## config.mk

```make
export PLATFORM = sky130hd
export DESIGN_NAME = ir_cache_loader
export DESIGN_NICKNAME = d
export VERILOG_FILES = /design/src/rtl/ir_cache_loader_pkg.sv /design/src/rtl/ir_cache_loader_mem.sv /design/src/rtl/ir_cache_loader.sv
export SDC_FILE = /design/constraint.sdc
export NUM_CORES = 2
export LEC_CHECK = 0
export CORE_AREA = 4 4 408 510
export DETAILED_ROUTE_END_ITERATION = 8
export DIE_AREA = 0 0 412 514
export PLACE_DENSITY = 0.55
export SLEW_MARGIN = 20
export SYNTH_ARGS = -nofsm -noshare
export SYNTH_HDL_FRONTEND = slang
export SYNTH_SLANG_ARGS = --single-unit
```

## constraint.sdc

```tcl
create_clock -name clk -period 4.2 [get_ports clk]
set_clock_uncertainty 0.05 [all_clocks]
set_input_delay 0.84 -clock clk [delete_from_list [all_inputs] [get_ports clk]]
set_output_delay 0.84 -clock clk [all_outputs]
set_load 0.02 [all_outputs]
```

## src/rtl/ir_cache_loader_pkg.sv

```systemverilog
`default_nettype none
// ============================================================================
// Module  : ir_cache_loader_pkg
// Purpose : Shared defaults and loader FSM encoding for ir_cache_loader.
// Contents: DATA_WIDTH_DEF, IR_ADDR_WIDTH_DEF, LOAD_LINES_DEF, ldr_state_e
// Revision: 1.0 - initial release
// ============================================================================
package ir_cache_loader_pkg;

  localparam int DATA_WIDTH_DEF    = 8;
  localparam int IR_ADDR_WIDTH_DEF = 8;
  localparam int LOAD_LINES_DEF    = 255;

  typedef enum logic [1:0] {
    LDR_IDLE = 2'd0,
    LDR_LOAD = 2'd1,
    LDR_DONE = 2'd2
  } ldr_state_e;

endpackage
`default_nettype wire

```

## src/rtl/ir_cache_loader_mem.sv

```systemverilog
`default_nettype none
// ============================================================================
// Module  : ir_cache_mem
// Purpose : Simple dual-port synchronous RAM, one write port and one read
//           port. Read data is registered and only updates when re is high,
//           so q holds its last value between reads. Contents are not reset.
// Ports   : clk            clock
//           we/waddr/wdata write port
//           re/raddr       read port (1-cycle latency)
//           q              registered read data
// Revision: 1.0 - initial release
// ============================================================================
module ir_cache_mem #(
  parameter int WIDTH      = 8,
  parameter int ADDR_WIDTH = 8
) (
  input  logic                  clk,
  input  logic                  we,
  input  logic [ADDR_WIDTH-1:0] waddr,
  input  logic [WIDTH-1:0]      wdata,
  input  logic                  re,
  input  logic [ADDR_WIDTH-1:0] raddr,
  output logic [WIDTH-1:0]      q
);

  logic [WIDTH-1:0] r_mem [0:(1<<ADDR_WIDTH)-1];
  logic [WIDTH-1:0] r_q;

  always_ff @(posedge clk) begin
    if (we) begin
      r_mem[waddr] <= wdata;
    end
    if (re) begin
      r_q <= r_mem[raddr];
    end
  end

  assign q = r_q;

endmodule
`default_nettype wire

```

## src/rtl/ir_cache_loader.sv

```systemverilog
`default_nettype none
// ============================================================================
// Module  : ir_cache_loader
// Purpose : Bulk-loads LOAD_LINES words from a valid/ready stream into a
//           local RAM after load_start, then serves ir_decoder fetches
//           (irp in, word out one cycle later with rd_ack).
// Macro   : IR_CACHE_PARITY_EN - store ext_par alongside each word, flag
//           load parity errors (load_err) and stored-word errors (rd_perr).
//           Undefined: ext_par ignored, load_err/rd_perr tied low.
// Ports   : clk, rst_n (sync, active-low)
//           load_start                      (re)load request pulse
//           ext_valid/ext_ready/ext_data/ext_par  load stream
//           init_load_finished              cache loaded, reads served
//           rd_req/irp -> rd_ack/rd_data    fetch interface
//           load_err, rd_perr               parity status
// Revision: 1.0 - initial release
// ============================================================================
module ir_cache_loader
  import ir_cache_loader_pkg::*;
#(
  parameter int DATA_WIDTH    = DATA_WIDTH_DEF,
  parameter int IR_ADDR_WIDTH = IR_ADDR_WIDTH_DEF,
  parameter int LOAD_LINES    = LOAD_LINES_DEF
) (
  input  logic                     clk,
  input  logic                     rst_n,
  input  logic                     load_start,
  input  logic                     ext_valid,
  output logic                     ext_ready,
  input  logic [DATA_WIDTH-1:0]    ext_data,
  input  logic                     ext_par,
  output logic                     init_load_finished,
  input  logic                     rd_req,
  input  logic [IR_ADDR_WIDTH-1:0] irp,
  output logic                     rd_ack,
  output logic [DATA_WIDTH-1:0]    rd_data,
  output logic                     load_err,
  output logic                     rd_perr
);

`ifdef IR_CACHE_PARITY_EN
  localparam int C_MEM_W = DATA_WIDTH + 1;
`else
  localparam int C_MEM_W = DATA_WIDTH;
`endif

  // One bit wider than irp so LOAD_LINES == 2**IR_ADDR_WIDTH is representable.
  localparam logic [IR_ADDR_WIDTH:0]   C_LINES = (IR_ADDR_WIDTH+1)'(LOAD_LINES);
  localparam logic [IR_ADDR_WIDTH-1:0] C_LAST  = IR_ADDR_WIDTH'(LOAD_LINES - 1);

  ldr_state_e               r_state;
  ldr_state_e               w_next_state;
  logic [IR_ADDR_WIDTH-1:0] r_load_cnt;
  logic                     r_ext_ready;
  logic                     r_init_done;
  logic                     r_rd_ack;
  logic                     r_rd_sel_mem;  // last ack came from RAM (else out-of-range -> 0)
  logic                     w_beat;
  logic                     w_last_beat;
  logic                     w_start;
  logic                     w_rd_accept;
  logic                     w_rd_in_range;
  logic [C_MEM_W-1:0]       w_mem_wdata;
  logic [C_MEM_W-1:0]       w_mem_q;

  assign w_beat        = ext_valid && r_ext_ready;
  assign w_last_beat   = w_beat && (r_load_cnt == C_LAST);
  // load_start is ignored while a load is in progress.
  assign w_start       = load_start && (r_state != LDR_LOAD);
  assign w_rd_accept   = rd_req && (r_state == LDR_DONE);
  assign w_rd_in_range = ({1'b0, irp} < C_LINES);

  // --------------------------------------------------------------------------
  // FSM
  // --------------------------------------------------------------------------
  always_ff @(posedge clk) begin
    if (!rst_n) begin
      r_state <= LDR_IDLE;
    end else begin
      r_state <= w_next_state;
    end
  end

  always_comb begin
    w_next_state = r_state;
    case (r_state)
      LDR_IDLE: if (load_start)  w_next_state = LDR_LOAD;
      LDR_LOAD: if (w_last_beat) w_next_state = LDR_DONE;
      LDR_DONE: if (load_start)  w_next_state = LDR_LOAD;
      default:                   w_next_state = LDR_IDLE;
    endcase
  end

  // --------------------------------------------------------------------------
  // Load counter, status flags and read handshake
  // --------------------------------------------------------------------------
  always_ff @(posedge clk) begin
    if (!rst_n) begin
      r_load_cnt   <= '0;
      r_ext_ready  <= 1'b0;
      r_init_done  <= 1'b0;
      r_rd_ack     <= 1'b0;
      r_rd_sel_mem <= 1'b0;
    end else begin
      if (w_start) begin
        r_load_cnt <= '0;
      end else if (w_beat) begin
        r_load_cnt <= r_load_cnt + 1'b1;
      end
      r_ext_ready <= (w_next_state == LDR_LOAD);
      r_init_done <= (w_next_state == LDR_DONE);
      r_rd_ack    <= w_rd_accept;
      if (w_rd_accept) begin
        r_rd_sel_mem <= w_rd_in_range;
      end
    end
  end

`ifdef IR_CACHE_PARITY_EN
  logic r_load_err;

  assign w_mem_wdata = {ext_par, ext_data};

  always_ff @(posedge clk) begin
    if (!rst_n) begin
      r_load_err <= 1'b0;
    end else if (w_start) begin
      r_load_err <= 1'b0;
    end else if (w_beat && (^{ext_data, ext_par})) begin
      r_load_err <= 1'b1;
    end
  end

  assign load_err = r_load_err;
  assign rd_perr  = r_rd_ack && r_rd_sel_mem && (^w_mem_q);
`else
  logic w_unused_par;

  assign w_mem_wdata  = ext_data;
  assign w_unused_par = ext_par;
  assign load_err     = 1'b0;
  assign rd_perr      = 1'b0;
`endif

  // RAM read port only fires for in-range fetches, so its output register
  // doubles as the rd_data hold register between acks.
  ir_cache_mem #(
    .WIDTH      (C_MEM_W),
    .ADDR_WIDTH (IR_ADDR_WIDTH)
  ) u_mem (
    .clk   (clk),
    .we    (w_beat),
    .waddr (r_load_cnt),
    .wdata (w_mem_wdata),
    .re    (w_rd_accept && w_rd_in_range),
    .raddr (irp),
    .q     (w_mem_q)
  );

  assign ext_ready          = r_ext_ready;
  assign init_load_finished = r_init_done;
  assign rd_ack             = r_rd_ack;
  assign rd_data            = r_rd_sel_mem ? w_mem_q[DATA_WIDTH-1:0] : '0;

endmodule
`default_nettype wire

```

==> summary.txt <==
===============================================================================================
Number of buffers created by CTS                                                            189
Sequence of cells on the critical path                                             buf_8, buf_12, buf_12, buf_12, mux4_1, nand2_1, a21oi_1, a2111oi_0, buf_4, or3_1, o311ai_0
Net Sw Frac                                                                               0.212
Num ports                                                                                    35
Busiest layer in global routing                                                            met2
Area Growth Syn to Fin                                                                    16.2%
Clock tree from TritonCTS                                                                   yes
Final layout net count                                                                     4349
Launching instance or port of the critical path                                          irp[0]
Outcome                                                                            finished clean
Sequential power share                                                                    0.542
Post-route fraction of the period consumed by the critical path                           0.781
Routed wirelength normalized by instance count                                          30.9 um
Top cell family by delay on the critical path                                      compound AO/OA/AOI/OAI gates
Routing usage on met1                                                                     0.287
Commonest cells after routing, fill and taps aside                                 sky130_fd_sc_hd__edfxtp_1, sky130_fd_sc_hd__buf_4, sky130_fd_sc_hd__mux4_2, sky130_fd_sc_hd__nor2_1, sky130_fd_sc_hd__mux2i_1
Fraction of synthesis flops using an asynchronous set or reset pin                            0
Placer congestion estimate                                                                0.861
Total Neg Setup Slack                                                                      0 ns
Mean post-synth cell area                                                             21.3 um^2
Data arrival, critical path                                                             3.76 ns
Clock Latency Late Sink                                                                 0.82 ns
Effective utilization at floorplan                                                        0.398
Cell internal power dissipation                                                         33.0 mW
CTS root buffer                                                                    sky130_fd_sc_hd__clkbuf_16
Initial antenna violation count                                                               8
Worst vdd rail ir drop                                                                 0.420 mV
Die extent in y                                                                          514 um
Post-synthesis cell area                                                            0.0808 mm^2
Relative contribution of combinational cells to total power                               0.054
Number of core rows                                                                         185
Slowest stage cell on the critical path                                            sky130_fd_sc_hd__a2111oi_0
Critical path's most frequent cell                                                 sky130_fd_sc_hd__buf_12
Maximum fanout along the worst path                                                          22
Number of warnings issued by yosys                                                            0
Largest net degree at the start of global routing                                           111
Total power density per cell area                                                   446 mW/mm^2
Number of flops mapped to enable cells by yosys                                            2056
Met2 GRT Util                                                                             0.344
Number of gates resized after cts                                                             0
Total of buffers placed on input and output ports                                            31
Sum of overflow across all layers after global routing                                        0
Number of detailed-route iterations in the first pass                                         6
Die Outline Area                                                                     0.212 mm^2
Max H-tree Level                                                                              4
Minimum setup slack in the final design                                                0.921 ns
Post-route ant nets                                                                           0
Leading cell type in the layout, fill and taps excluded                            sky130_fd_sc_hd__edfxtp_1
CTS Hold Buffers Added                                                                        0
Detailed router's first-iteration violation count                                          4336
Number of maximum-capacitance constraint violations                                           0
Worst-case clock buffer depth                                                                 3
Launching element type of the critical path                                          input port
Worst slew margin                                                                         0.286
Switching power                                                                         8.87 mW
Hold WC Path Type                                                                  flop to flop
Clock input transition at the sequential cells of the worst setup and hold paths        0.07 ns
Dominant register cell in the synthesized netlist                                  sky130_fd_sc_hd__edfxtp_1
Final setup violating endpoints                                                               0
Setup bufs post-CTS                                                                           0
Drt drc                                                                                       0
Highest Clock Rate                                                                      305 MHz
Minimum setup slack after placement                                                   0.0604 ns
CP endpoint kind                                                                           flop
Flops & latches, synth                                                                     2070
Vias                                                                                      40500
CP Buf/Inv Count                                                                              5
WL final                                                                                 222 mm
Hold Worst Slack                                                                       0.474 ns
Category of the critical setup timing path                                         input port to flop
Wire length of the first global-routing pass                                             316 mm
Global-route met3 utilization                                                            0.0338
Cell leakage power                                                                      30.2 nW
Crit path largest cell delay                                                            0.86 ns
Worst reg2reg path startpoint                                                      r_load_cnt[0]$_SDFFE_PP0P_
Synth cell types                                                                             67
CORE AREA                                                                            0.203 mm^2
Cells after Synth                                                                          3790
Share of layout cells above drive strength 1                                              0.293
Unrepaired setup endpoints after global routing                                           false
Via count normalized by instance count                                                     5.63
Proportion of power drawn by the clock network                                            0.404
Worst Path Required                                                                     4.68 ns
Crit path time final                                                                    3.28 ns
CTS sink count                                                                             2070
Final Hold Vio Count                                                                          0
Number of global-route vias before repair                                                 41700
Detailed placer's ending HPWL                                                            144 mm
Number of slew-limit violations in the final report                                           0
Worst Max-Slew Pin Slew                                                                 1.07 ns
Horizontal extent of the die                                                             412 um
Overall fraction of global-route tracks in use                                            0.210
Worst hold start                                                                   r_load_cnt[1]$_SDFFE_PP0P_
Sequential cell area fraction in the yosys report                                         0.767
===============================================================================================
## per-layer routing
layer | part of all wire | vias to the layer above
met5 | 0.000059 | -
met4 | 0.034 | 2
met3 | 0.065 | 334
met2 | 0.49 | 1427
met1 | 0.41 | 21800
li1 | - | 16900
## power by group through the flow
stage	Combinational, mW	Clock [mW]	Sequential (mW)
finish	2.25	16.9	22.7
global route	2.37	18.1	22.7
CTS	2.29	17.3	22.7
detailed placement	2.28	0	23.2
global placement	2.26	0	23.2
floorplan	1.11	0	23.2
## cells by family (layout without fill, tap and decap cells)
kind of cell,after synthesis,in the layout,synth area share
AO/OA/AOI/OAI,309,309,0.0267
flip-flops,2070,2070,0.767
multiplexers,683,683,0.161
AND/OR/NAND/NOR,477,477,0.0243
XOR/XNOR,5,5,0.000542
adder cells (fa/ha/maj),4,4,0.000619
other,1,6,0.0000464
buffers and inverters,241,931,0.0191
## area by class of cell
class	instances	area (um^2)
tap	2711	3390
clock inverter	105	998
inverter	11	48.8
clock buffer	244	4980
antenna	4	10.0
multi-input combinational	1480	17400
timing repair buffer	571	5110
fill	17000	109000
sequential	2070	62000
## worst register-to-register path: stages (launching register included)
cell and delay, ns:
sky130_fd_sc_hd__dfxtp_1 0.42, sky130_fd_sc_hd__ha_1 0.47, sky130_fd_sc_hd__nand3_1 0.48, sky130_fd_sc_hd__or2_2 0.76
sky130_fd_sc_hd__buf_4 0.32, sky130_fd_sc_hd__nor2_1 0.11, sky130_fd_sc_hd__buf_4 0.23
## through the flow
| stage | instances | instance area, um^2 | util | power (mW) |
|---|---|---|---|---|
| 2_1_floorplan | 3791 | 80800 | - | 24.3 |
| 6_report | 7196 | 93900 | 0.463 | 41.9 |
| 3_3_place_gp | 6843 | 87900 | 0.433 | 25.4 |
| 5_1_grt | 7193 | 93900 | 0.463 | 43.2 |
| 3_5_place_dp | 6843 | 87900 | 0.433 | 25.4 |
| 4_1_cts | 7192 | 93900 | 0.463 | 42.3 |
## registers in the layout, indices dropped and copies added (netlist names)
signal              count
u_mem.r_mem          2048
r_load_cnt              8
u_mem.q                 8
r_state                 2
ext_ready               1
init_load_finished      1
r_rd_sel_mem            1
rd_ack                  1
## worst paths after layout
check                                        to  slack (ns)  depth (start not counted)
setup / recovery           u_mem.q[1]$_DFFE_PP_        0.92                         11
hold / removal       r_load_cnt[1]$_SDFFE_PP0P_        0.47                          2
setup reg to reg  u_mem.r_mem[221][5]$_DFFE_PP_        1.04                          6
hold reg to reg      r_load_cnt[1]$_SDFFE_PP0P_        0.47                          2
## cell usage after synthesis, types with 7 or more instances
master	number	area [um^2]
sky130_fd_sc_hd__o22ai_1	19	119
sky130_fd_sc_hd__edfxtp_1	2056	61700
sky130_fd_sc_hd__buf_1	15	56.3
sky130_fd_sc_hd__buf_8	16	240
sky130_fd_sc_hd__and2_1	15	93.8
sky130_fd_sc_hd__dfxtp_1	14	280
sky130_fd_sc_hd__nor2_1	295	1110
sky130_fd_sc_hd__o21ai_0	37	185
sky130_fd_sc_hd__clkbuf_1	100	375
sky130_fd_sc_hd__nand3_1	32	160
sky130_fd_sc_hd__nor2b_1	11	68.8
sky130_fd_sc_hd__buf_6	32	360
sky130_fd_sc_hd__inv_1	9	33.8
sky130_fd_sc_hd__mux4_1	18	473
sky130_fd_sc_hd__a21oi_1	87	435
sky130_fd_sc_hd__mux4_2	473	10700
sky130_fd_sc_hd__o211ai_1	8	60.1
sky130_fd_sc_hd__mux2i_1	192	1920
sky130_fd_sc_hd__buf_2	47	235
sky130_fd_sc_hd__a221oi_1	45	394
sky130_fd_sc_hd__buf_12	7	140
sky130_fd_sc_hd__a211oi_1	7	52.6
sky130_fd_sc_hd__nand2_1	98	368
sky130_fd_sc_hd__o221ai_1	30	263
sky130_fd_sc_hd__buf_4	13	97.6
sky130_fd_sc_hd__a22oi_1	22	165
Power figures use the tool's default switching activity.
